$ cat src/rtl/instr_fetch.sv
// Fetch stage: owns the fetch PC, drives prefetch FIFO shift/clear and
// registers accepted instructions (16- or 32-bit) toward decode.
module instr_fetch #(
  parameter int               XLEN     = 32,
  parameter logic [XLEN-1:0]  RESET_PC = 32'h8000_0000
) (
  input  logic             clk,
  input  logic             rst,
  output logic [XLEN-1:0]  pc_ff_o,
  output logic             instr_req_o,
  output logic             clear_o,
  input  logic             pf_stall_i,
  input  logic             pf_ack_i,
  input  logic [31:0]      pf_instr_i,
  input  logic             redirect_i,
  input  logic [XLEN-1:0]  redirect_pc_i,
  input  logic             id_ready_i,
  output logic             if2id_valid_o,
  output logic [31:0]      if2id_instr_o,
  output logic [XLEN-1:0]  if2id_pc_o,
  output logic             if2id_compressed_o
);

  typedef enum logic [0:0] {
    FILL = 1'b0,
    RUN  = 1'b1
  } state_e;

  localparam logic [XLEN-1:0] INC_C    = XLEN'(2);
  localparam logic [XLEN-1:0] INC_W    = XLEN'(4);
  localparam logic [XLEN-1:0] ALIGN_HW = {{(XLEN-1){1'b1}}, 1'b0};

  state_e            state_q, state_d;
  logic [XLEN-1:0]   pc_q, pc_d;
  logic              valid_q, valid_d;
  logic [31:0]       instr_q, instr_d;
  logic [XLEN-1:0]   out_pc_q, out_pc_d;
  logic              comp_q, comp_d;
  logic              take_s;
  logic              is_comp_s;
  logic              req_s;

  // Next-state, output-register and FIFO-request logic
  always_comb begin
    state_d   = state_q;
    pc_d      = pc_q;
    valid_d   = valid_q;
    instr_d   = instr_q;
    out_pc_d  = out_pc_q;
    comp_d    = comp_q;
    req_s     = 1'b0;
    is_comp_s = (pf_instr_i[1:0] != 2'b11);
    take_s    = (state_q == RUN) & pf_ack_i & ~pf_stall_i & (~valid_q | id_ready_i);

    if (redirect_i) begin
      // Redirect wins over everything; a coincident word is dropped.
      pc_d    = redirect_pc_i & ALIGN_HW;
      valid_d = 1'b0;
      state_d = FILL;
    end else begin
      case (state_q)
        FILL: begin
          req_s = pf_stall_i;
          if (!pf_stall_i) begin
            state_d = RUN;
          end else begin
            state_d = FILL;
          end
        end
        RUN: begin
          req_s = take_s;
          if (pf_stall_i) begin
            state_d = FILL;
          end else begin
            state_d = RUN;
          end
        end
        default: begin
          state_d = FILL;
        end
      endcase

      if (take_s) begin
        comp_d   = is_comp_s;
        instr_d  = is_comp_s ? {16'h0000, pf_instr_i[15:0]} : pf_instr_i;
        out_pc_d = pc_q;
        valid_d  = 1'b1;
        pc_d     = pc_q + (is_comp_s ? INC_C : INC_W);
      end else if (id_ready_i) begin
        valid_d = 1'b0;
      end else begin
        valid_d = valid_q;
      end
    end
  end

  // State, PC and decode output register
  always_ff @(posedge clk or posedge rst) begin
    if (rst) begin
      state_q  <= FILL;
      pc_q     <= RESET_PC;
      valid_q  <= 1'b0;
      instr_q  <= 32'h0000_0000;
      out_pc_q <= '0;
      comp_q   <= 1'b0;
    end else begin
      state_q  <= state_d;
      pc_q     <= pc_d;
      valid_q  <= valid_d;
      instr_q  <= instr_d;
      out_pc_q <= out_pc_d;
      comp_q   <= comp_d;
    end
  end

  assign pc_ff_o            = pc_q;
  assign instr_req_o        = req_s & ~rst;
  assign clear_o            = rst | redirect_i;
  assign if2id_valid_o      = valid_q;
  assign if2id_instr_o      = instr_q;
  assign if2id_pc_o         = out_pc_q;
  assign if2id_compressed_o = comp_q;

endmodule

$ cat config.mk
export PLATFORM = sky130hd
export DESIGN_NAME = instr_fetch
export DESIGN_NICKNAME = d
export VERILOG_FILES = /design/src/rtl/instr_fetch.sv
export SDC_FILE = /design/constraint.sdc
export NUM_CORES = 1
export LEC_CHECK = 0
export ABC_AREA = 1
export CAP_MARGIN = 10
export CELL_PAD_IN_SITES_DETAIL_PLACEMENT = 1
export CELL_PAD_IN_SITES_GLOBAL_PLACEMENT = 2
export CORE_UTILIZATION = 27
export DETAILED_ROUTE_END_ITERATION = 10
export PLACE_DENSITY_LB_ADDON = 0.1
export SLEW_MARGIN = 10
export SYNTH_ARGS = -nofsm -noshare
export SYNTH_HDL_FRONTEND = slang
export SYNTH_SLANG_ARGS = --single-unit
$ cat constraint.sdc
create_clock -name clk -period 6.6 [get_ports clk]
set_input_delay 0.66 -clock clk [delete_from_list [all_inputs] [get_ports clk]]
set_output_delay 0.66 -clock clk [all_outputs]
set_load 0.005 [all_outputs]
==> summary.md <==
| Metric | Value |
|---|---|
| Cell with the most instances after synthesis | nand2_1 |
| Maximum buffer depth of the clock tree | 2 |
| Critical path arrival | 3.41 ns |
| RSZ-0062 raised after global routing | no |
| DRT iter0 DRCs | 152 |
| Worst path cell trace | clkdlybuf4s50_1, buf_4, inv_2, nand2_1, inv_1, a21oi_1, nand2_1, o21ai_0, inv_1 |
| First-pass GRT wire length | 25900 um |
| Worst-margin pin slew | 1.08 ns |
| Clock root buffer | clkbuf_16 |
| Critical Path Source | redirect_i |
| Core area | 17300 um^2 |
| Max Clk Rate | 315 MHz |
| Ys Warns | 0 |
| Yosys cell types | 34 |
| CP max FO | 35 |
| Worst hold margin | 0.482 ns |
| CP Depth | 9 |
| Worst path top cell family by delay | buffers and inverters |
| Status | complete, no violations |
| Worst clock skew | 0.0100 ns |
| # Post-CTS Setup Buffers | 0 |
| Start-to-end type of the worst setup path | in -> reg |
| Setup TNS | 0 ns |
| Register area share after synthesis | 50.9% |
| Placed inst area | 6620 um^2 |
| Worst Setup End Kind | flop |
| Die Y | 135 um |
| Number of setup violations in the final report | 0 |
| Total grt overflow | 0 |
| Max Cap Viol | 0 |
| Crit start category | input port |
| Synth Cell Area | 4770 um^2 |
| Worst r2r dst | pc_ff_o[9] |
| Worst endpoint required time | 6.84 ns |
| Vias/cell | 4.62 |
| Nets | 844 |
| Buffers on Ports | 166 |
| Post-synthesis cell count | 616 |
| Total Wirelength | 16000 um |
| Die Wd | 135 um |
| R2R Setup Slk | 4.12 ns |
| Total track usage | 18.2% |
| Synth Register Bits | 97 |
| Vias in the first global route | 4895 |
| PD cells | 251 nW/um^2 |
| Drt drc | 0 |
| Worst R2R Start | if2id_valid_o |
| Top post-synthesis cells by count | nand2_1, dfrtp_1, inv_1, o21ai_0, nand3_1 |
| Die area | 18200 um^2 |
| CTS Hold Buffers Added | 0 |
| Final Critical Period | 3.18 ns |
| CTS tree | done |
| Hold Path Class | reg -> reg |
| Hpwl dp | 11400 um |
| DRT Pass-1 Iters | 4 |
| Average cell area after synthesis | 7.74 um^2 |
| Max-slew violation count | 0 |
| Number of H-tree levels | 3 |
| Pin count of the biggest net entering global routing | 106 |
| Crit path largest cell delay | 0.83 ns |
| Synth Flop Type | dfrtp_1 |
| Syn-to-layout area delta | 45.3% |
| GP Congestion | 0.790 |
| DR vias | 4631 |
| Antenna-violating nets left | 0 |
| Worst-path clk slew | 0.07 ns |
| Worst path slowest cell | nand2_1 |
| # resized after CTS | 0 |
| # diodes | 0 |
| R2R cell count | 8 |
| Hold Fails Final Rpt | 0 |
| VDD IR max | 0.117 mV |
| Yosys top cell area share | 50.4% |
| Design area | 6930 um^2 |
| P_leak | 3.24 nW |
| Yosys top cell by area | dfrtp_1 |
| WL per Instance | 16.0 um |
| Relative slew slack | 28.2% |
| Initial Util | 27.6% |
| I/O pin count | 170 |
| Initial antenna violation count | 0 |
| Ys async rst share | 100% |
| Number of flops mapped to enable cells by yosys | 0 |
| Num CTS Buffers | 9 |
| Crit path to | pc_ff_o[9] |
| Row count | 48 |
| Synth top area cells | dfrtp_1, nand2_1, o21ai_0 |
| Fraction of layout cells with a size suffix above 1 | 4.63% |
| Tcrit/Tclk final | 48.2% |
| Clock Sinks | 97 |
| Buf+Inv Stages, Crit Path | 5 |
| Clk_lat worst skew | 0.35 ns |
metrics by stage:
stage               total power [mW]  cells  utilization [%]  setup slack (ns)
floorplan                      0.904    617                -              2.66
global placement                1.18    986             38.3              3.02
detailed placement              1.20    986             38.3              2.99
CTS                             1.77   1002             40.1              3.36
global route                    1.84   1002             40.1              3.11
finish                          1.74   1002             40.1              3.42
sequential cells by signal (all words and copies together) (netlist names):
name                count
if2id_compressed_o      1
if2id_instr_o          32
if2id_pc_o             31
if2id_valid_o           1
pc_ff_o                31
state_q                 1
layout make-up:
class                           count  area, um^2
Clock buffer                       10         239
Clock inverter                      6        73.8
Fill cell                        2068       10400
Inverter                           64         243
Multi-Input combinational cell    431        1980
Sequential cell                    97        2430
Tap cell                          225         282
Timing Repair Buffer              169        1680
worst min path at each step:
stage,from,to,slack (ns),depth (start not counted)
after global placement,if2id_instr_o[6],if2id_instr_o[6],0.46,2
after CTS,if2id_instr_o[15],if2id_instr_o[15],0.49,2
after detailed placement,if2id_instr_o[15],if2id_instr_o[15],0.47,2
after global routing,if2id_instr_o[27],if2id_instr_o[27],0.51,2
final,if2id_pc_o[13],if2id_pc_o[13],0.48,2
after floorplan,if2id_instr_o[10],if2id_instr_o[10],0.47,2
tightest hold or removal path: cells and delay by family (launching register included):
family / cells / cell delay (ns)
DFF: 1 / 0.34
and+or+nand+nor: 2 / 0.11
report_power, final:
group / total (mW) / switching [mW] / leakage (nW) / internal [mW]
Sequential: 0.754 / 0.0682 / 1.23 / 0.686
Clock: 0.562 / 0.252 / 0.147 / 0.310
Combinational: 0.422 / 0.178 / 1.87 / 0.244
cells in the final DEF, fill, tap and decap left out, types with 3 or more instances in the layout:
cell type	netlist	routed
nand2_1	242	242
clkdlybuf4s50_1	0	166
dfrtp_1	96	96
inv_1	61	60
o21ai_0	47	47
nand3_1	39	39
nor2_1	34	34
nand4_1	14	14
nor3_1	12	12
clkbuf_16	0	9
a21oi_1	7	7
xor2_1	5	5
nor2_4	4	4
nand3b_1	4	4
o211ai_1	4	4
inv_2	3	3
buf_4	2	3
cell families (layout without fill, tap and decap cells):
| kind of cell | after synthesis | in the layout | synth area share (%) |
|---|---|---|---|
| simple gates | 356 | 356 | 32.3 |
| flops | 97 | 97 | 50.9 |
| buf+inv | 89 | 249 | 7.63 |
| compound gates | 66 | 66 | 7.58 |
| xor+xnor | 5 | 5 | 0.918 |
| fa+ha+maj | 2 | 2 | 0.525 |
| other cells | 1 | 2 | 0.0786 |
routing by layer:
layer  GRT usage [%]  vias up  part of all wire (%)
li1                -     2256                     -
met3            3.15       14                   4.0
met5               0        -                     0
met4            5.24        0                   1.0
met1            24.1     2263                    46
met2            30.6       98                    49
No activity file was read; power rests on OpenSTA's default activity.
